File: src/rtl/fifo2ddr_pkg.sv
// Shared definitions for the FIFO-to-DDR write controller: FSM encoding,
// AXI4 constants and the burst byte-count helper.
package fifo2ddr_pkg;

  typedef enum logic [1:0] {
    ST_IDLE = 2'd0,
    ST_AW   = 2'd1,
    ST_DATA = 2'd2,
    ST_RESP = 2'd3
  } state_e;

  localparam logic [1:0] BURST_INCR = 2'b01;
  localparam logic [1:0] RESP_OKAY  = 2'b00;

  // Bytes moved by one burst of len beats of dw bits each.
  function automatic int unsigned burst_bytes(input int unsigned len, input int unsigned dw);
    return len * (dw / 8);
  endfunction

endpackage

File: src/rtl/fifo2ddr_wr_ctrl_if.sv
// AXI4 write-channel bundle (AW, W, B) between the controller and the DDR slave.
// Every channel follows valid/ready: a transfer happens on a rising clock edge
// where valid and ready are both high; once valid is raised, the payload and
// valid stay unchanged until that transfer. Ready may change freely.
interface fifo2ddr_wr_ctrl_if #(
  parameter int DATA_WIDTH = 16,
  parameter int ADDR_WIDTH = 32
);
  logic [ADDR_WIDTH-1:0]   awaddr;
  logic [7:0]              awlen;
  logic [2:0]              awsize;
  logic [1:0]              awburst;
  logic                    awvalid;
  logic                    awready;
  logic [DATA_WIDTH-1:0]   wdata;
  logic [DATA_WIDTH/8-1:0] wstrb;
  logic                    wlast;
  logic                    wvalid;
  logic                    wready;
  logic [1:0]              bresp;
  logic                    bvalid;
  logic                    bready;

  modport master (
    output awaddr, awlen, awsize, awburst, awvalid,
    input  awready,
    output wdata, wstrb, wlast, wvalid,
    input  wready,
    input  bresp, bvalid,
    output bready
  );

  modport slave (
    input  awaddr, awlen, awsize, awburst, awvalid,
    output awready,
    input  wdata, wstrb, wlast, wvalid,
    output wready,
    output bresp, bvalid,
    input  bready
  );
endinterface

File: src/rtl/fifo2ddr_addr_gen.sv
// Burst start-address register walking a circular region: advances by one
// burst's byte count per retired burst and wraps back to the region base.
module fifo2ddr_addr_gen
  import fifo2ddr_pkg::*;
#(
  parameter int                    ADDR_WIDTH   = 32,
  parameter int                    DATA_WIDTH   = 16,
  parameter int                    BURST_LEN    = 4,
  parameter logic [ADDR_WIDTH-1:0] BASE_ADDR    = '0,
  parameter logic [ADDR_WIDTH-1:0] REGION_BYTES = ADDR_WIDTH'(32'h1000)
) (
  input  logic                  i_clk,
  input  logic                  i_rstn,
  input  logic                  i_advance,
  output logic [ADDR_WIDTH-1:0] o_addr
);

  localparam int AW1 = ADDR_WIDTH + 1;
  // One extra bit so the sum and the limit cannot overflow at the top of the map.
  localparam logic [ADDR_WIDTH:0] STEP  = AW1'(burst_bytes(BURST_LEN, DATA_WIDTH));
  localparam logic [ADDR_WIDTH:0] LIMIT = {1'b0, BASE_ADDR} + {1'b0, REGION_BYTES};

  logic [ADDR_WIDTH-1:0] addr_q, addr_d;
  logic [ADDR_WIDTH:0]   next_sum;

  // Next address: step forward, wrap to base once the region end is reached.
  always_comb begin
    next_sum = {1'b0, addr_q} + STEP;
    addr_d   = addr_q;
    if (i_advance) begin
      addr_d = (next_sum >= LIMIT) ? BASE_ADDR : next_sum[ADDR_WIDTH-1:0];
    end
  end

  // Address register.
  always_ff @(posedge i_clk or negedge i_rstn) begin
    if (!i_rstn) addr_q <= BASE_ADDR;
    else         addr_q <= addr_d;
  end

  assign o_addr = addr_q;

endmodule

File: src/rtl/fifo2ddr_wr_ctrl.sv
// Drains FIFO words into fixed-length AXI4 INCR write bursts over a circular
// DDR region. FSM IDLE -> AW -> DATA -> RESP; W data passes through a
// one-entry hold register fed by single-cycle FIFO read pulses.
// Optional build macro FIFO2DDR_ERRCNT_EN adds o_err_cnt, a saturating count
// of B responses other than OKAY.
module fifo2ddr_wr_ctrl
  import fifo2ddr_pkg::*;
#(
  parameter int                    DATA_WIDTH   = 16,
  parameter int                    ADDR_WIDTH   = 32,
  parameter int                    BURST_LEN    = 4,
  parameter logic [ADDR_WIDTH-1:0] BASE_ADDR    = '0,
  parameter logic [ADDR_WIDTH-1:0] REGION_BYTES = ADDR_WIDTH'(32'h1000)
) (
  input  logic                   i_clk,
  input  logic                   i_rstn,
  input  logic                   i_enable,
  input  logic                   i_fifo_empty,
  output logic                   o_fifo_rd_en,
  input  logic [DATA_WIDTH-1:0]  i_fifo_data,
  fifo2ddr_wr_ctrl_if.master     axi,
  output logic                   o_busy,
  output state_e                 o_state
`ifdef FIFO2DDR_ERRCNT_EN
  ,
  output logic [7:0]             o_err_cnt
`endif
);

  localparam int                CNT_W = $clog2(BURST_LEN + 1);
  localparam logic [CNT_W-1:0]  BL_C  = CNT_W'(BURST_LEN);
  localparam logic [CNT_W-1:0]  BL_M1 = CNT_W'(BURST_LEN - 1);

  state_e                state_q, state_d;
  logic                  wvalid_q, wvalid_d;
  logic                  wlast_q, wlast_d;
  logic [DATA_WIDTH-1:0] wdata_q, wdata_d;
  logic                  rd_inflight_q, rd_inflight_d;
  logic [CNT_W-1:0]      rd_cnt_q, rd_cnt_d;
  logic [CNT_W-1:0]      ld_cnt_q, ld_cnt_d;
  logic                  rd_en;
  logic                  w_hs;
  logic                  b_hs;
  logic [ADDR_WIDTH-1:0] addr;

  assign w_hs = wvalid_q && axi.wready;
  assign b_hs = (state_q == ST_RESP) && axi.bvalid;

  fifo2ddr_addr_gen #(
    .ADDR_WIDTH  (ADDR_WIDTH),
    .DATA_WIDTH  (DATA_WIDTH),
    .BURST_LEN   (BURST_LEN),
    .BASE_ADDR   (BASE_ADDR),
    .REGION_BYTES(REGION_BYTES)
  ) u_addr_gen (
    .i_clk    (i_clk),
    .i_rstn   (i_rstn),
    .i_advance(b_hs),
    .o_addr   (addr)
  );

  // FSM state register.
  always_ff @(posedge i_clk or negedge i_rstn) begin
    if (!i_rstn) state_q <= ST_IDLE;
    else         state_q <= state_d;
  end

  // FSM next-state logic; enable only gates the start of a new burst.
  always_comb begin
    state_d = state_q;
    case (state_q)
      ST_IDLE: if (i_enable && !i_fifo_empty) state_d = ST_AW;
      ST_AW:   if (axi.awready)               state_d = ST_DATA;
      ST_DATA: if (w_hs && wlast_q)           state_d = ST_RESP;
      ST_RESP: if (axi.bvalid)                state_d = ST_IDLE;
      default:                                state_d = ST_IDLE;
    endcase
  end

  // FSM outputs. A read may issue while the held beat is being accepted, so
  // the refill lands right after and W reaches one beat every two cycles.
  always_comb begin
    rd_en = (state_q == ST_DATA) && !rd_inflight_q && (!wvalid_q || axi.wready) &&
            !i_fifo_empty && (rd_cnt_q < BL_C);
    axi.awvalid = (state_q == ST_AW);
    axi.bready  = (state_q == ST_RESP);
    o_busy      = (state_q != ST_IDLE);
  end

  // Hold register and burst counters: load one cycle after each read pulse,
  // clear valid on acceptance, restart the counts when a burst is announced.
  always_comb begin
    wvalid_d      = wvalid_q;
    wlast_d       = wlast_q;
    wdata_d       = wdata_q;
    rd_inflight_d = rd_en;
    rd_cnt_d      = rd_cnt_q;
    ld_cnt_d      = ld_cnt_q;
    if (state_q == ST_AW) begin
      rd_cnt_d = '0;
      ld_cnt_d = '0;
    end
    if (rd_en) rd_cnt_d = rd_cnt_q + 1'b1;
    if (w_hs) begin
      wvalid_d = 1'b0;
      wlast_d  = 1'b0;
    end
    if (rd_inflight_q) begin
      wvalid_d = 1'b1;
      wdata_d  = i_fifo_data;
      wlast_d  = (ld_cnt_q == BL_M1);
      ld_cnt_d = ld_cnt_q + 1'b1;
    end
  end

  // Datapath registers.
  always_ff @(posedge i_clk or negedge i_rstn) begin
    if (!i_rstn) begin
      wvalid_q      <= 1'b0;
      wlast_q       <= 1'b0;
      wdata_q       <= '0;
      rd_inflight_q <= 1'b0;
      rd_cnt_q      <= '0;
      ld_cnt_q      <= '0;
    end else begin
      wvalid_q      <= wvalid_d;
      wlast_q       <= wlast_d;
      wdata_q       <= wdata_d;
      rd_inflight_q <= rd_inflight_d;
      rd_cnt_q      <= rd_cnt_d;
      ld_cnt_q      <= ld_cnt_d;
    end
  end

  assign o_fifo_rd_en = rd_en;
  assign o_state      = state_q;
  assign axi.awaddr   = addr;
  assign axi.awlen    = 8'(BURST_LEN - 1);
  assign axi.awsize   = 3'($clog2(DATA_WIDTH / 8));
  assign axi.awburst  = BURST_INCR;
  assign axi.wdata    = wdata_q;
  assign axi.wstrb    = '1;
  assign axi.wlast    = wlast_q;
  assign axi.wvalid   = wvalid_q;

`ifdef FIFO2DDR_ERRCNT_EN
  logic [7:0] err_cnt_q, err_cnt_d;

  // Error counter: one step per non-OKAY B handshake, sticks at 8'hFF.
  always_comb begin
    err_cnt_d = err_cnt_q;
    if (b_hs && (axi.bresp != RESP_OKAY) && (err_cnt_q != 8'hFF)) err_cnt_d = err_cnt_q + 8'd1;
  end

  // Error counter register.
  always_ff @(posedge i_clk or negedge i_rstn) begin
    if (!i_rstn) err_cnt_q <= 8'd0;
    else         err_cnt_q <= err_cnt_d;
  end

  assign o_err_cnt = err_cnt_q;
`else
  // Response code carries no meaning without the error counter.
  logic unused_bresp;
  assign unused_bresp = ^axi.bresp;
`endif

endmodule

File: src/flat_wrapper.sv
// flat-port wrapper written by rule: the top's interface ports become plain ports
module fifo2ddr_wr_ctrl_flat import fifo2ddr_pkg::*;
#(
  parameter int                    DATA_WIDTH   = 16,
  parameter int                    ADDR_WIDTH   = 32,
  parameter int                    BURST_LEN    = 4,
  parameter logic [ADDR_WIDTH-1:0] BASE_ADDR    = '0,
  parameter logic [ADDR_WIDTH-1:0] REGION_BYTES = ADDR_WIDTH'(32'h1000)
)
  (i_clk, i_rstn, i_enable, i_fifo_empty, o_fifo_rd_en, i_fifo_data, o_busy, o_state, axi_awaddr, axi_awlen, axi_awsize, axi_awburst, axi_awvalid, axi_awready, axi_wdata, axi_wstrb, axi_wlast, axi_wvalid, axi_wready, axi_bresp, axi_bvalid, axi_bready);
  fifo2ddr_wr_ctrl_if #(.DATA_WIDTH(DATA_WIDTH), .ADDR_WIDTH(ADDR_WIDTH)) axi_i ();
  input  logic i_clk;
  input  logic i_rstn;
  input  logic i_enable;
  input  logic i_fifo_empty;
  output logic o_fifo_rd_en;
  input  logic [DATA_WIDTH-1:0] i_fifo_data;
  output logic o_busy;
  output state_e o_state;
  output wire logic [$bits(axi_i.awaddr)-1:0] axi_awaddr;
  output wire logic [$bits(axi_i.awlen)-1:0] axi_awlen;
  output wire logic [$bits(axi_i.awsize)-1:0] axi_awsize;
  output wire logic [$bits(axi_i.awburst)-1:0] axi_awburst;
  output wire logic [$bits(axi_i.awvalid)-1:0] axi_awvalid;
  input wire logic [$bits(axi_i.awready)-1:0] axi_awready;
  output wire logic [$bits(axi_i.wdata)-1:0] axi_wdata;
  output wire logic [$bits(axi_i.wstrb)-1:0] axi_wstrb;
  output wire logic [$bits(axi_i.wlast)-1:0] axi_wlast;
  output wire logic [$bits(axi_i.wvalid)-1:0] axi_wvalid;
  input wire logic [$bits(axi_i.wready)-1:0] axi_wready;
  input wire logic [$bits(axi_i.bresp)-1:0] axi_bresp;
  input wire logic [$bits(axi_i.bvalid)-1:0] axi_bvalid;
  output wire logic [$bits(axi_i.bready)-1:0] axi_bready;
  assign axi_awaddr = axi_i.awaddr;
  assign axi_awlen = axi_i.awlen;
  assign axi_awsize = axi_i.awsize;
  assign axi_awburst = axi_i.awburst;
  assign axi_awvalid = axi_i.awvalid;
  assign axi_i.awready = axi_awready;
  assign axi_wdata = axi_i.wdata;
  assign axi_wstrb = axi_i.wstrb;
  assign axi_wlast = axi_i.wlast;
  assign axi_wvalid = axi_i.wvalid;
  assign axi_i.wready = axi_wready;
  assign axi_i.bresp = axi_bresp;
  assign axi_i.bvalid = axi_bvalid;
  assign axi_bready = axi_i.bready;
  fifo2ddr_wr_ctrl #(.DATA_WIDTH(DATA_WIDTH), .ADDR_WIDTH(ADDR_WIDTH), .BURST_LEN(BURST_LEN), .BASE_ADDR(BASE_ADDR), .REGION_BYTES(REGION_BYTES)) u_core (.i_clk(i_clk), .i_rstn(i_rstn), .i_enable(i_enable), .i_fifo_empty(i_fifo_empty), .o_fifo_rd_en(o_fifo_rd_en), .i_fifo_data(i_fifo_data), .axi(axi_i), .o_busy(o_busy), .o_state(o_state));
endmodule
File: config.mk
export PLATFORM = sky130hd
export DESIGN_NAME = fifo2ddr_wr_ctrl_flat
export DESIGN_NICKNAME = d
export VERILOG_FILES = /design/src/rtl/fifo2ddr_pkg.sv /design/src/rtl/fifo2ddr_wr_ctrl_if.sv /design/src/rtl/fifo2ddr_addr_gen.sv /design/src/rtl/fifo2ddr_wr_ctrl.sv /design/src/flat_wrapper.sv
export SDC_FILE = /design/constraint.sdc
export NUM_CORES = 1
export LEC_CHECK = 0
export BUFFER_PORTS_ARGS = -buffer_cell sky130_fd_sc_hd__buf_2
export CORE_MARGIN = 2
export CORE_UTILIZATION = 51
export CTS_CLUSTER_DIAMETER = 200
export DETAILED_ROUTE_END_ITERATION = 8
export GPL_TIMING_DRIVEN = 0
export PLACE_DENSITY = 0.76
export SLEW_MARGIN = 20
export SYNTH_ARGS = -nofsm -noshare
export SYNTH_HDL_FRONTEND = slang
export SYNTH_SLANG_ARGS = --single-unit
File: constraint.sdc
create_clock -name i_clk -period 5.15 [get_ports i_clk]
set_input_delay 0.7725 -clock i_clk [delete_from_list [all_inputs] [get_ports i_clk]]
set_output_delay 0.7725 -clock i_clk [all_outputs]
set_load 0.01 [all_outputs]
### Word level (Yosys, flattened, before mapping)

Cells that the tools add are included.

| word-level totals | value |
|---|---|
| input port bits | 25 |
| flip-flop bits (word level) | 59 |
| output and inout port bits | 71 |
| word-level logic and storage cells | 51 |

| cells by class | value |
|---|---|
| equality and inequality tests | 8 |
| mux-type cells | 12 |
| reduce and logical (&&, ||, !) cells | 18 |
| order comparisons | 2 |
| add/subtract/negate cells | 3 |

Operator list:

| cell | number |
|---|---|
| $add 32x4->33 const B | 1 |
| $ge 33x13->1 const B | 1 |
| $mux 32 | 1 |
| $mux 3 | 3 |
| $logic_and 1x1->1 | 8 |
| $mux 2 | 4 |
| $pmux 2 s4 | 1 |
| $reduce_bool 2->1 | 4 |
| $add 3x1->3 const B | 2 |
| $ne 2x1->1 const B | 3 |
| $eq 2x2->1 const B | 2 |
| $reduce_and 4->1 | 1 |
| $eq 3x2->1 const B | 1 |
| $logic_not 1->1 | 3 |
| $lt 3x3->1 const B | 1 |
| $mux 1 | 3 |
| $eq 2x1->1 const B | 1 |
| $logic_not 2->1 | 1 |
| $ne 2x2->1 const B | 1 |
| $logic_or 1x1->1 | 1 |

### Logic depth before layout (Yosys ltp)

| depth | value |
|---|---|
| word-level depth | 6 |
| depth in mapped cells | 9 |
| depth with buffers taken out | 8 |

### By module

A second synthesis with hierarchy kept.

| second synthesis, totals | value |
|---|---|
| cells, all modules | 307 |
| area total of the unflattened synthesis | 3178.0 µm² |

Modules (own cells, without submodules):

| module | cells each | sequential area each (µm²) | area each (µm²) | instances |
|---|---|---|---|---|
| fifo2ddr_addr_gen | 202 | 725.7 | 1863.0 | 1 |
| fifo2ddr_wr_ctrl | 105 | 675.6 | 1315.0 | 1 |

### Worst setup path before layout

Ideal clock, no wire load.

| timing path | value |
|---|---|
| path type | reg-to-reg |
| from | register u_core.u_addr_gen.addr_q[11] (netlist: u_core.u_addr_gen.o_addr[11]) |
| to | register u_core.u_addr_gen.addr_q[9] (netlist: u_core.u_addr_gen.o_addr[9]) |
| cell stages (with the launch flop) | 10 |
| data required time | 5.085 ns |
| clock period less this slack | 2.701 ns |
| path buffers | 2 |
| path slack | 2.449 ns |
| library setup time | 0.065 ns |
| data arrival time | 2.636 ns |
| path through | dfrtp_1 -> nand4_2 -> or4_1 -> buf_2 -> or4_1 -> o21ai_1 -> nand4_2 -> buf_6 -> nor4b_1 -> o21a_1 |

| on the way | value |
|---|---|
| word-level cells in the longest chain between the ends | 3 |

RTL lines:

| item | line | RTL |
|---|---|---|
| start, declared | fifo2ddr_addr_gen.sv:23 | `logic [ADDR_WIDTH-1:0] addr_q, addr_d;` |
| start signal, assigned | fifo2ddr_addr_gen.sv:38 | `else addr_q <= addr_d;` |
| $add 32x4->33 | fifo2ddr_addr_gen.sv:28 | `next_sum = {1'b0, addr_q} + STEP;` |
| $ge 33x13->1 | fifo2ddr_addr_gen.sv:31 | `addr_d = (next_sum >= LIMIT) ? BASE_ADDR : next_sum[ADDR_WIDTH-1:0];` |
| $mux 32 | fifo2ddr_addr_gen.sv:31 |  |

Every way passes these cells.
A chain may end at the register's enable or synchronous reset.

### Worst setup path in the final report

| timing path | value |
|---|---|
| from | register u_core.u_addr_gen.addr_q[3] (netlist: u_core.u_addr_gen.o_addr[3]) |
| to | register u_core.u_addr_gen.addr_q[7] (netlist: u_core.u_addr_gen.o_addr[7]) |

| on the way | value |
|---|---|
| word-level cells in the longest chain between the ends | 3 |

RTL lines:

| item | line |
|---|---|
| $add 32x4->33 (*) | fifo2ddr_addr_gen.sv:28 |
| $ge 33x13->1 | fifo2ddr_addr_gen.sv:31 |
| $mux 32 (*) | fifo2ddr_addr_gen.sv:31 |

Every way passes the cells marked *; elsewhere a longest branch is shown, timed or not.

==> flow_metrics.py <==
metrics = {
    "run_status": {
        "status": "complete, no violations",
    },
    "logic_synthesis": {
        "netlist_area_mm2": 0.00302,
        "yosys_warnings": 0,
        "ys_seq_area_frac": 0.464,
        "ys_dominant_reg_cell": "dfrtp_1",
        "ys_ff_latch": 56,
        "yosys.area.top_type_share": 0.464,
        "synth.largest_area_cell": "dfrtp_1",
        "netlist_top_cells_area": "dfrtp_1 46%, mux2_2 6.7%, buf_4 4.5%",
        "syn_inst": 293,
        "synth_area_per_cell_um2": 10.3,
        "synth_cell_type_count": 50,
        "synth_edf_count": 0,
        "ys_async_sr_fraction": 1.00,
    },
    "floorplanning": {
        "dieArea_mm2": 0.00656,
        "io_pins": 96,
        "chipHeight_um": 81.0,
        "rows": 28,
        "start_util": 0.520,
        "core_area_mm2": 0.00582,
        "die_x_um": 81.0,
    },
    "global_route": {
        "grt.met2_usage": 0.344,
        "antenna_found_initial": 0,
        "grt_use_total": 0.211,
        "use_met1": 0.272,
        "grt_util_met3": 0.0578,
        "gr-max-usage-layer": "met2",
        "grt_max_degree": 57,
        "grt-ovfl-total": 0,
        "grt_pass1_vias": 2336,
        "grt_pass1_wl_mm": 11.0,
    },
    "timing": {
        "setup-tns-final_ns": 0,
        "rsz0062_at_grt": "no",
        "relSlewSlack": 0.363,
        "fmax_mhz": 308,
        "fin_skew_ns": 0.00673,
        "drv_slew": 0,
        "worstMarginPinSlew_ns": 0.942,
        "setup_viol": 0,
        "hold_ws_ns": 0.488,
        "hold_viol": 0,
        "post-route-min-period_ns": 3.25,
        "min_period_over_period": 0.631,
    },
    "worst_setup_path": {
        "required_ns": 5.40,
        "critPathMostFrequentCell": "nand3_1",
        "critPathMaxFanout": 10,
        "crit_chain": "ha_1 > nand3_1 > nor4_1 > o21ai_0 > nand2_1 > clkbuf_1 > nand3_1 > o311ai_0 > o21a_1",
        "cp.buffers_inverters": 1,
        "crit_arrival_ns": 3.50,
        "slowest_stage": "nor4_1",
        "crit_type": "reg2reg",
        "cpLargestDelayFamily": "simple AND/OR/NAND/NOR gates",
        "setup.worst_path.end_class": "register",
        "slowest_delay_ns": 0.79,
        "startpoint_type": "register",
    },
    "cts": {
        "clk_pin_slew_ns": 0.10,
        "tritoncts": "built",
        "cts-buffers-inserted": 5,
        "ctsHoldBuffers": 0,
        "root_buffer": "clkbuf_8",
        "clockBufferDepth": 2,
        "cts_resized": 0,
        "post_cts.repair.setup_buffers": 0,
        "ctsHtreeMaxLevel": 2,
        "clk_latency_ns": 0.31,
        "clock-sinks": 56,
    },
    "drt": {
        "via_count": 2558,
        "post_drt_via_cell_ratio": 5.48,
        "dr.pass1.iters": 4,
        "routedWlPerCell_um": 13.9,
        "postRouteAntennaNets": 0,
        "drc": 0,
        "wl_mm": 6.50,
        "first_iter_violations": 143,
    },
    "placed_design": {
        "hpwl_mm": 4.75,
        "place_area_mm2": 0.00355,
        "place_inst": 459,
        "place.gp.congestion": 0.871,
        "io_buffers": 75,
    },
    "worst_hold_path": {
        "min_path_type": "in2async",
    },
    "final_layout": {
        "syn_to_final_growth_pct": 22.1,
        "stdcell_count": 467,
        "stdcell_area_mm2": 0.00369,
        "nFillCells": 527,
        "drive_gt1_frac": 0.327,
        "final_nets": 425,
        "diodes": 0,
    },
    "run": {
        "maxCapViolCount": 0,
    },
    "pwr": {
        "ir_drop_mv": 0.359,
        "p_leak_uw": 0.00182,
        "power.total_uw": 1450,
        "p_per_area_mw_per_mm2": 392,
    },
}
stage by stage:
step | utilization | setup slack (ns)
after global placement | 0.611 | 2.15
after CTS | 0.635 | 1.94
after detailed placement | 0.611 | 2.08
after floorplan | - | 2.45
after global routing | 0.635 | 1.59
final | 0.635 | 1.90
registers in the layout, summed over array words and instances, names as in the netlist:
register / count
u_core.u_addr_gen.o_addr: 29
u_core.axi.wdata: 16
u_core.ld_cnt_q: 3
u_core.rd_cnt_q: 3
u_core.o_state: 2
u_core.axi.wlast: 1
u_core.axi.wvalid: 1
u_core.rd_inflight_q: 1
worst reg2reg max path, cell delays in order, from the launching register on:
cell	delay, ns
dfrtp_1	0.41
ha_1	0.25
nand3_1	0.27
nor4_1	0.80
o21ai_0	0.25
nand2_1	0.26
clkbuf_1	0.38
nand3_1	0.11
o311ai_0	0.29
o21a_1	0.17
cell usage after synthesis (2+ instances only):
cell type  instances
a21o_1             2
a22o_1             3
and2_1            21
buf_4             18
buf_6              2
clkbuf_1          10
conb_1             2
dfrtp_1           56
ha_1               9
inv_1              8
mux2_2            18
mux2i_1            2
nand2_1           17
nand2b_1           3
nand3_1           21
nand3b_1           4
nand4_1            8
nand4_2            2
nor2_1            10
nor3_1            13
nor4_1             5
nor4b_1            5
o21a_1             8
o21ai_0            5
o21ai_1            2
o311ai_0           4
o311ai_1           3
o31ai_1            3
or4_1              4
xnor2_1            2
xor2_1             4
area by class of cell:
class | instances | area, um2 | share of cell area
multi-input cells | 214 | 1450 | 0.393
flip-flops and latches | 56 | 1400 | 0.380
repair buffers | 75 | 378 | 0.102
plain buffers | 31 | 200 | 0.0542
well taps | 75 | 93.8 | 0.0254
clock buffers | 5 | 68.8 | 0.0186
clock inverters | 3 | 68.8 | 0.0186
inverters | 8 | 30.0 | 0.00813
logic make-up after synthesis:
group           count (synthesis)  synth area share
compound gates                 40            0.0993
other cells                     2           0.00248
simple gates                  121             0.230
buf+inv                        39            0.0762
mux                            20            0.0737
flops                          56             0.464
xor+xnor                        6            0.0174
fa+ha+maj                       9            0.0373
path summary, 6_finish.rpt:
check                                                to  cells after the start  slack, ns                   startpoint
max                         u_core.u_addr_gen.o_addr[7]                      9       1.90  u_core.u_addr_gen.o_addr[3]
min                        u_core.u_addr_gen.o_addr[27]                      1       0.49                       i_rstn
max reg2reg                 u_core.u_addr_gen.o_addr[7]                      9       1.90  u_core.u_addr_gen.o_addr[3]
min reg2reg                          u_core.rd_cnt_q[0]                      1       0.50           u_core.rd_cnt_q[0]
max in group asynchronous   u_core.u_addr_gen.o_addr[5]                      1       4.21                       i_rstn
min in group i_clk                   u_core.rd_cnt_q[0]                      1       0.50           u_core.rd_cnt_q[0]
where the power goes:
part,switching [uW],internal [uW]
registers,70.3,546
clock network,146,196
logic,254,235
total,470,977
metal layers:
metal	up-vias	part of all wire	wire length [um]
li1	1226	-	-
met1	1223	0.42	2710
met2	98	0.49	3150
met3	11	0.082	530
met4	0	0.016	106
met5	-	0	0
layout by cell type, fill, tap and decap left out, types with 3 or more instances in the layout:
master    count
clkbuf_1     10
and2_1       21
nand3b_1      4
conb_1       18
clkbuf_8      5
nand3_1      21
o311ai_1      3
a22o_1        3
nand2_1      17
o21a_1        8
nand2b_1      3
or4_1         4
dfrtp_1      56
o31ai_1       3
nand4_1       8
nor3_1       13
buf_2        75
o311ai_0      4
nor4b_1       5
mux2_2       18
nor2_1       10
xor2_1        4
ha_1          9
buf_4        19
inv_1         8
nor4_1        5
o21ai_0       5
No activity file was read; power rests on OpenSTA's default activity.
